## config.mk

```make
export PLATFORM = sky130hd
export DESIGN_NAME = tdc_page_reader
export DESIGN_NICKNAME = d
export VERILOG_FILES = /design/src/rtl/tdc_ram_pkg.sv /design/src/rtl/tdc_skid_fifo.sv /design/src/rtl/tdc_page_reader.sv
export SDC_FILE = /design/constraint.sdc
export NUM_CORES = 1
export LEC_CHECK = 0
export CAP_MARGIN = 20
export CORE_MARGIN = 10
export CORE_UTILIZATION = 40
export CTS_CLUSTER_SIZE = 20
export DETAILED_ROUTE_END_ITERATION = 8
export SKIP_CTS_REPAIR_TIMING = 1
export SLEW_MARGIN = 20
export SYNTH_ARGS = -nofsm -noshare
export SYNTH_HDL_FRONTEND = slang
export SYNTH_SLANG_ARGS = --single-unit
```

## constraint.sdc

```tcl
create_clock -name SYSCLK -period 3 [get_ports SYSCLK]
set_input_delay 0.6 -clock SYSCLK [delete_from_list [all_inputs] [get_ports SYSCLK]]
set_output_delay 0.6 -clock SYSCLK [all_outputs]
set_load 0.05 [all_outputs]
```

## src/rtl/tdc_ram_pkg.sv

```systemverilog
// Shared constants and FSM encodings for the DPRAM page reader.
// Page layout: word HDR_ADDR holds the payload length, payload follows at 1..N.
package tdc_ram_pkg;

    localparam int ADDR_W_DEF = 8;
    localparam int DATA_W_DEF = 32;
    localparam int HDR_ADDR   = 0;

    typedef logic [2:0] state_t;

    localparam state_t IDLE     = 3'd0;
    localparam state_t RD_HDR   = 3'd1;
    localparam state_t WAIT_HDR = 3'd2;
    localparam state_t STREAM   = 3'd3;
    localparam state_t DONE_HS  = 3'd4;

endpackage

```

## src/rtl/tdc_skid_fifo.sv

```systemverilog
// Registered output stage plus a 2-entry skid buffer for DPRAM read data.
// credit tells the reader whether one more read can be launched without overflow.
module tdc_skid_fifo #(
    parameter int DATA_W = 32
) (
    input  logic              clk,
    input  logic              rst_n,
    input  logic              push,
    input  logic [DATA_W-1:0] push_data,
    input  logic              push_last,
    input  logic [1:0]        inflight,
    input  logic              ready,
    output logic [DATA_W-1:0] out_data,
    output logic              out_valid,
    output logic              out_last,
    output logic              credit,
    output logic              last_accept
);

    // Stream handshake: a word transfers on a rising edge where out_valid and
    // ready are both 1; while out_valid=1 and ready=0 the word is held unchanged.
    logic [DATA_W:0] mem [2];
    logic            wr_ptr;
    logic            rd_ptr;
    logic [1:0]      cnt;
    logic            pop;
    logic            load_out;
    logic            buf_rd;
    logic            buf_wr;
    logic [2:0]      occupancy;

    assign pop         = out_valid & ready;
    assign last_accept = pop & out_last;
    assign load_out    = !out_valid || pop;
    assign buf_rd      = load_out && (cnt != 2'd0);
    assign buf_wr      = push && !(load_out && (cnt == 2'd0));

    // Words held plus reads still on their way must never exceed the three slots.
    assign occupancy = 3'(out_valid) + 3'(cnt) + 3'(inflight);
    assign credit    = (occupancy - 3'(pop)) < 3'd3;

    always_ff @(posedge clk) begin
        if (buf_wr) begin
            mem[wr_ptr] <= {push_last, push_data};
        end
    end

    always_ff @(posedge clk or negedge rst_n) begin
        if (!rst_n) begin
            out_data  <= '0;
            out_valid <= 1'b0;
            out_last  <= 1'b0;
            cnt       <= 2'd0;
            wr_ptr    <= 1'b0;
            rd_ptr    <= 1'b0;
        end else begin
            if (load_out) begin
                if (cnt != 2'd0) begin
                    {out_last, out_data} <= mem[rd_ptr];
                    out_valid            <= 1'b1;
                end else if (push) begin
                    out_data  <= push_data;
                    out_last  <= push_last;
                    out_valid <= 1'b1;
                end else begin
                    out_valid <= 1'b0;
                    out_last  <= 1'b0;
                end
            end
            if (buf_wr) begin
                wr_ptr <= ~wr_ptr;
            end
            if (buf_rd) begin
                rd_ptr <= ~rd_ptr;
            end
            cnt <= cnt + {1'b0, buf_wr} - {1'b0, buf_rd};
        end
    end

endmodule

```

## src/rtl/tdc_page_reader.sv

```systemverilog
// Reads a filled DPRAM page through the second port, streams its payload and
// returns handshakePC so the writer can reuse the page.
module tdc_page_reader
    import tdc_ram_pkg::*;
#(
    parameter int ADDR_W      = ADDR_W_DEF,
    parameter int DATA_W      = DATA_W_DEF,
    parameter int SYNC_STAGES = 2
) (
    input  logic              SYSCLK,
    input  logic              RESET_N,
    input  logic              handshakeFPGA,
    output logic              handshakePC,
    output logic [ADDR_W-1:0] ram_addr,
    output logic              ram_re,
    input  logic [DATA_W-1:0] ram_rdata,
    output logic [DATA_W-1:0] out_data,
    output logic              out_valid,
    input  logic              out_ready,
    output logic              out_last,
    output logic [31:0]       page_count,
    output logic              err_len,
    output logic [2:0]        dbg_state
);

    localparam logic [ADDR_W-1:0] N_MAX = '1;

    logic [SYNC_STAGES-1:0] hs_sync;
    logic                   hs_synced;
    state_t                 state;
    logic [ADDR_W-1:0]      n_len;
    logic [ADDR_W:0]        issue_idx;
    logic                   pend;
    logic                   pend_last;
    logic [1:0]             inflight;
    logic                   credit;
    logic                   last_accept;
    logic [ADDR_W:0]        hdr_len;
    logic [ADDR_W-1:0]      hdr_n;
    logic                   hdr_clamp;
    logic                   hdr_unused;
    logic [ADDR_W-1:0]      read_lim;
    logic                   issue_ok;

    assign hs_synced = hs_sync[SYNC_STAGES-1];
    assign dbg_state = state;

    // The length field is one bit wider than the address so oversize headers are detectable.
    assign hdr_len    = ram_rdata[ADDR_W:0];
    assign hdr_unused = ^ram_rdata[DATA_W-1:ADDR_W+1];
    assign hdr_clamp  = hdr_len > {1'b0, N_MAX};
    assign hdr_n      = hdr_clamp ? N_MAX : hdr_len[ADDR_W-1:0];

    assign read_lim = (state == WAIT_HDR) ? hdr_n : n_len;
    assign issue_ok = credit && (issue_idx <= {1'b0, read_lim});
    assign inflight = {1'b0, pend} + {1'b0, ram_re};

    always_ff @(posedge SYSCLK or negedge RESET_N) begin
        if (!RESET_N) begin
            hs_sync <= '0;
        end else begin
            hs_sync[0] <= handshakeFPGA;
            for (int i = 1; i < SYNC_STAGES; i++) begin
                hs_sync[i] <= hs_sync[i-1];
            end
        end
    end

    // Word 1 is fetched speculatively while the header is in flight; pend drops it if N=0.
    always_ff @(posedge SYSCLK or negedge RESET_N) begin
        if (!RESET_N) begin
            state       <= IDLE;
            handshakePC <= 1'b0;
            ram_re      <= 1'b0;
            ram_addr    <= '0;
            page_count  <= '0;
            err_len     <= 1'b0;
            n_len       <= '0;
            issue_idx   <= '0;
            pend        <= 1'b0;
            pend_last   <= 1'b0;
        end else begin
            err_len <= 1'b0;
            case (state)
                IDLE: begin
                    ram_re      <= 1'b0;
                    pend        <= 1'b0;
                    handshakePC <= 1'b0;
                    if (hs_synced) begin
                        state    <= RD_HDR;
                        ram_re   <= 1'b1;
                        ram_addr <= ADDR_W'(HDR_ADDR);
                    end
                end
                RD_HDR: begin
                    state     <= WAIT_HDR;
                    ram_re    <= 1'b1;
                    ram_addr  <= ADDR_W'(1);
                    issue_idx <= (ADDR_W+1)'(2);
                end
                WAIT_HDR: begin
                    n_len     <= hdr_n;
                    err_len   <= hdr_clamp;
                    pend      <= (hdr_n != '0);
                    pend_last <= (hdr_n == ADDR_W'(1));
                    if (hdr_n == '0) begin
                        state       <= DONE_HS;
                        handshakePC <= 1'b1;
                        page_count  <= page_count + 32'd1;
                        ram_re      <= 1'b0;
                    end else begin
                        state <= STREAM;
                        if (issue_ok) begin
                            ram_re    <= 1'b1;
                            ram_addr  <= issue_idx[ADDR_W-1:0];
                            issue_idx <= issue_idx + 1'b1;
                        end else begin
                            ram_re <= 1'b0;
                        end
                    end
                end
                STREAM: begin
                    pend      <= ram_re;
                    pend_last <= (ram_addr == n_len);
                    if (issue_ok) begin
                        ram_re    <= 1'b1;
                        ram_addr  <= issue_idx[ADDR_W-1:0];
                        issue_idx <= issue_idx + 1'b1;
                    end else begin
                        ram_re <= 1'b0;
                    end
                    if (last_accept) begin
                        state       <= DONE_HS;
                        handshakePC <= 1'b1;
                        page_count  <= page_count + 32'd1;
                    end
                end
                DONE_HS: begin
                    ram_re <= 1'b0;
                    pend   <= 1'b0;
                    if (!hs_synced) begin
                        state       <= IDLE;
                        handshakePC <= 1'b0;
                    end
                end
                default: begin
                    state <= IDLE;
                end
            endcase
        end
    end

    tdc_skid_fifo #(
        .DATA_W (DATA_W)
    ) u_fifo (
        .clk         (SYSCLK),
        .rst_n       (RESET_N),
        .push        (pend),
        .push_data   (ram_rdata),
        .push_last   (pend_last),
        .inflight    (inflight),
        .ready       (out_ready),
        .out_data    (out_data),
        .out_valid   (out_valid),
        .out_last    (out_last),
        .credit      (credit),
        .last_accept (last_accept)
    );

endmodule

```

==> flow_metrics.tcl, run 1 <==
set metrics [dict create \
    status "complete, but fails checks" \
    violations "setup timing" \
    numCtsBuffers 17 \
    num_io_pins 116 \
    fin_skew_ns 0.0151 \
    cts_tree "built" \
    ff2ff_path_depth 11 \
    finalHoldViolations 0 \
    post_drt_wl_per_cell_um 18.1 \
    rr_endpoint "issue_idx[1]" \
    finalPower_uw 11500 \
    die_h_um 160 \
    cts_sinks 171 \
    first_iter_violations 358 \
    rsz0062_at_grt "true" \
    place.gp.congestion 0.823 \
    cts-root-buf "clkbuf_16" \
    grt_pass1_vias 6077 \
    seq_area_um2 4610 \
    ys_ff_latch 171 \
    syn_area_um2 7820 \
    min_period_ns 3.12 \
    r2r_start "u_fifo.out_valid" \
    worstMarginPinSlew_ns 0.706 \
    final_max_slew_viol_count 0 \
    fin_crit_sh_pct 104 \
    area_growth_pct 32.9 \
    start_util_pct 40.5 \
    vias 5829 \
    grt_overflow_total 0 \
    seqPwrFrac_pct 30.1 \
    insertion_delay_ns 0.43 \
    p_int_uw 6560 \
    multi_input_area_um2 3210 \
    swShare_pct 43.1 \
    startpoint_type "flop" \
    first_pass_iters 5 \
    clockBufferDepth 2 \
    htree_num_levels 4 \
    yosysWarnings 0 \
    synth-seq-area-share_pct 58.9 \
    dp.final_hpwl_mm 13.8 \
    syn_avg_cell_area_um2 11.5 \
    finalSetupViolCount 17 \
    switchingPower_uw 4970 \
    design.core.area_um2 19300 \
    r2r_slack_ns -0.12 \
    setup_tns_ns -1.23 \
    dpl-instance-area_um2 9560 \
    detail-route-antenna-nets 0 \
    grt_max_degree 44 \
    synthDistinctLibCells 58 \
    die_x_um 160 \
    grt_usage_pct 15.3 \
    arrival_ns 3.44 \
    via_per_inst 5.29 \
    crit_path_max_fanout 7 \
    antenna_found_initial 0 \
    syn_inst 680 \
    core.rowCount 51 \
    hp-class "in -> async" \
    drive_above_1_share_pct 16.4 \
    max-cap-violations 0 \
    worstPathRequired_ns 3.31 \
    p_leak_uw 0.00422 \
    pwr-share-comb_pct 49.5 \
    synth_nets 733 \
    path_class "reg -> reg" \
    design_area_um2 10400 \
    crit_path_end_kind "flop" \
    routed_wl_mm 19.9 \
    ir_drop_mv 0.662 \
    powerDensity_nw_per_um2 1110 \
    finalWorstSetupSlack_ns -0.124 \
    clock_power_share_pct 20.4 \
    grt_pass1_wl_mm 31.9 \
    nets 877 \
    timing.fmax_ghz 0.320 \
    io_buffers 115 \
    path_clk_slew_ns 0.07 \
    drc_errors 0 \
    dieArea_um2 25600 \
    n_fill_cell 1706 \
    max_slew_margin_pct 52.8 \
    antenna_cells 0 \
]
## cells in the final DEF, fill, tap and decap left out, types with 4 or more instances in the layout
master / Yosys / layout
dfrtp_1: 105 / 102
a311o_1: 8 / 8
o21ai_0: 28 / 27
clkdlybuf4s50_1: 0 / 113
o22ai_1: 12 / 12
nor4_2: 4 / 4
buf_12: 0 / 5
nor3_1: 11 / 4
xor2_1: 24 / 24
inv_1: 25 / 25
nand2_1: 53 / 53
a21oi_1: 44 / 43
xnor2_1: 20 / 19
nand4_1: 15 / 15
a21o_1: 5 / 5
buf_4: 3 / 35
mux2_2: 12 / 12
nor2_1: 76 / 73
ha_1: 15 / 13
nand2b_1: 8 / 8
nand3_1: 22 / 22
inv_8: 0 / 5
o211ai_1: 5 / 5
and2_1: 13 / 12
mux2i_1: 22 / 22
clkbuf_16: 0 / 17
edfxtp_1: 66 / 66
nor3_2: 2 / 7
## flip-flops by register name, indices dropped and copies added (netlist names), 2 cells and up
| name | flops |
|---|---|
| dbg_state | 3 |
| hs_sync | 2 |
| issue_idx | 9 |
| n_len | 8 |
| page_count | 32 |
| ram_addr | 8 |
| u_fifo.cnt | 2 |
| u_fifo.mem | 66 |
| u_fifo.out_data | 32 |
## Yosys cell counts, drive strengths merged
| cell | n | share of area [%] |
|---|---|---|
| a21boi | 1 | 0.096 |
| a21o | 5 | 0.48 |
| a21oi | 45 | 2.9 |
| a22o | 1 | 0.11 |
| a311o | 8 | 1.0 |
| a31o | 2 | 0.22 |
| a31oi | 2 | 0.16 |
| a32oi | 1 | 0.11 |
| and2 | 13 | 1.0 |
| and3 | 3 | 0.24 |
| buf | 11 | 0.82 |
| clkbuf | 20 | 1.1 |
| dfrtp | 105 | 34 |
| edfxtp | 66 | 25 |
| fa | 2 | 0.51 |
| ha | 15 | 2.4 |
| inv | 25 | 1.2 |
| mux2 | 12 | 1.7 |
| mux2i | 22 | 2.8 |
| nand2 | 56 | 2.8 |
| nand2b | 8 | 0.64 |
| nand3 | 24 | 1.8 |
| nand3b | 2 | 0.19 |
| nand4 | 15 | 1.2 |
| nand4b | 2 | 0.22 |
| nor2 | 77 | 3.7 |
| nor2b | 2 | 0.16 |
| nor3 | 13 | 0.96 |
| nor4 | 9 | 1.4 |
| nor4bb | 1 | 0.32 |
| o211a | 1 | 0.13 |
| o211ai | 5 | 0.48 |
| o21ai | 28 | 1.8 |
| o21bai | 2 | 0.19 |
| o221ai | 1 | 0.11 |
| o22ai | 12 | 0.96 |
| o311a | 2 | 0.27 |
| o311ai | 5 | 0.78 |
| o31ai | 6 | 0.58 |
| or2 | 3 | 0.24 |
| or3 | 2 | 0.16 |
| or4 | 1 | 0.096 |
| xnor2 | 20 | 2.2 |
| xor2 | 24 | 2.7 |
## metal layers
layer / global-route usage, % / part of all wire [%] / vias to the layer above
met1: 19.9 / 46 / 2926
met3: 4.11 / 5.2 / 23
met5: 0 / 0 / -
li1: - / - / 2723
met2: 24.9 / 48 / 157
met4: 3.88 / 1.0 / 0
## worst max-delay path by stage
stage | startpoint | end | slack, ns | cells past startpoint
6_report | u_fifo.out_valid | issue_idx[1] | -0.12 | 11
5_1_grt | u_fifo.out_valid | issue_idx[6] | -0.21 | 10
4_1_cts | out_ready | ram_addr[4] | -0.36 | 12
3_5_place_dp | out_ready | ram_addr[4] | -0.82 | 12
3_3_place_gp | out_ready | issue_idx[6] | -0.68 | 11
2_1_floorplan | out_ready | issue_idx[1] | -0.19 | 11
## area by class of cell
cell class | count | share of cell area, %
Inverter | 25 | 0.903
Tap cell | 265 | 3.19
Sequential cell | 171 | 44.4
Clock inverter | 15 | 1.93
Clock buffer | 17 | 4.09
Multi-Input combinational cell | 454 | 30.9
Timing Repair Buffer | 155 | 14.6
## per-stage QoR
step	std cells	utilization (%)	worst slack, ns	hold slack (ns)
floorplan	680	-	-0.185	0.304
global placement	1066	49.4	-0.680	0.336
detailed placement	1066	49.4	-0.818	0.342
CTS	1098	52.7	-0.359	0.165
global route	1102	53.8	-0.214	0.185
finish	1102	53.8	-0.124	0.156
## power by group through the flow
stage               clock [uW]  combinational (uW)  sequential, uW
floorplan                    0                2510            4430
global placement             0                4910            3490
detailed placement           0                5010            3510
CTS                       2400                5030            3470
global route              2500                6130            3540
finish                    2350                5710            3470
## cells by family after synthesis
group | Yosys count | synth area share, %
compound gates | 127 | 10.4
xor+xnor | 44 | 4.93
fa+ha+maj | 17 | 2.91
buf+inv | 56 | 3.10
flops | 171 | 58.9
mux | 34 | 4.54
simple gates | 231 | 15.2
## critical path, cell delays in order (launching register included)
cell and delay [ns]:
dfrtp_2 0.42, and2_4 0.16, ha_4 0.23, fa_1 0.51
inv_1 0.05, ha_2 0.17, fa_1 0.48, a21oi_4 0.20
buf_4 0.13, o311a_4 0.26, nand2_8 0.09, o311a_1 0.30
Power figures use the tool's default switching activity.
==> run 2, diff against run 1 <==
HOLD_SLACK_MARGIN = 0.03   (was not set)
==> results of run 2 <==
No change in the layout: final DEF, timing and power equal those of run 1.
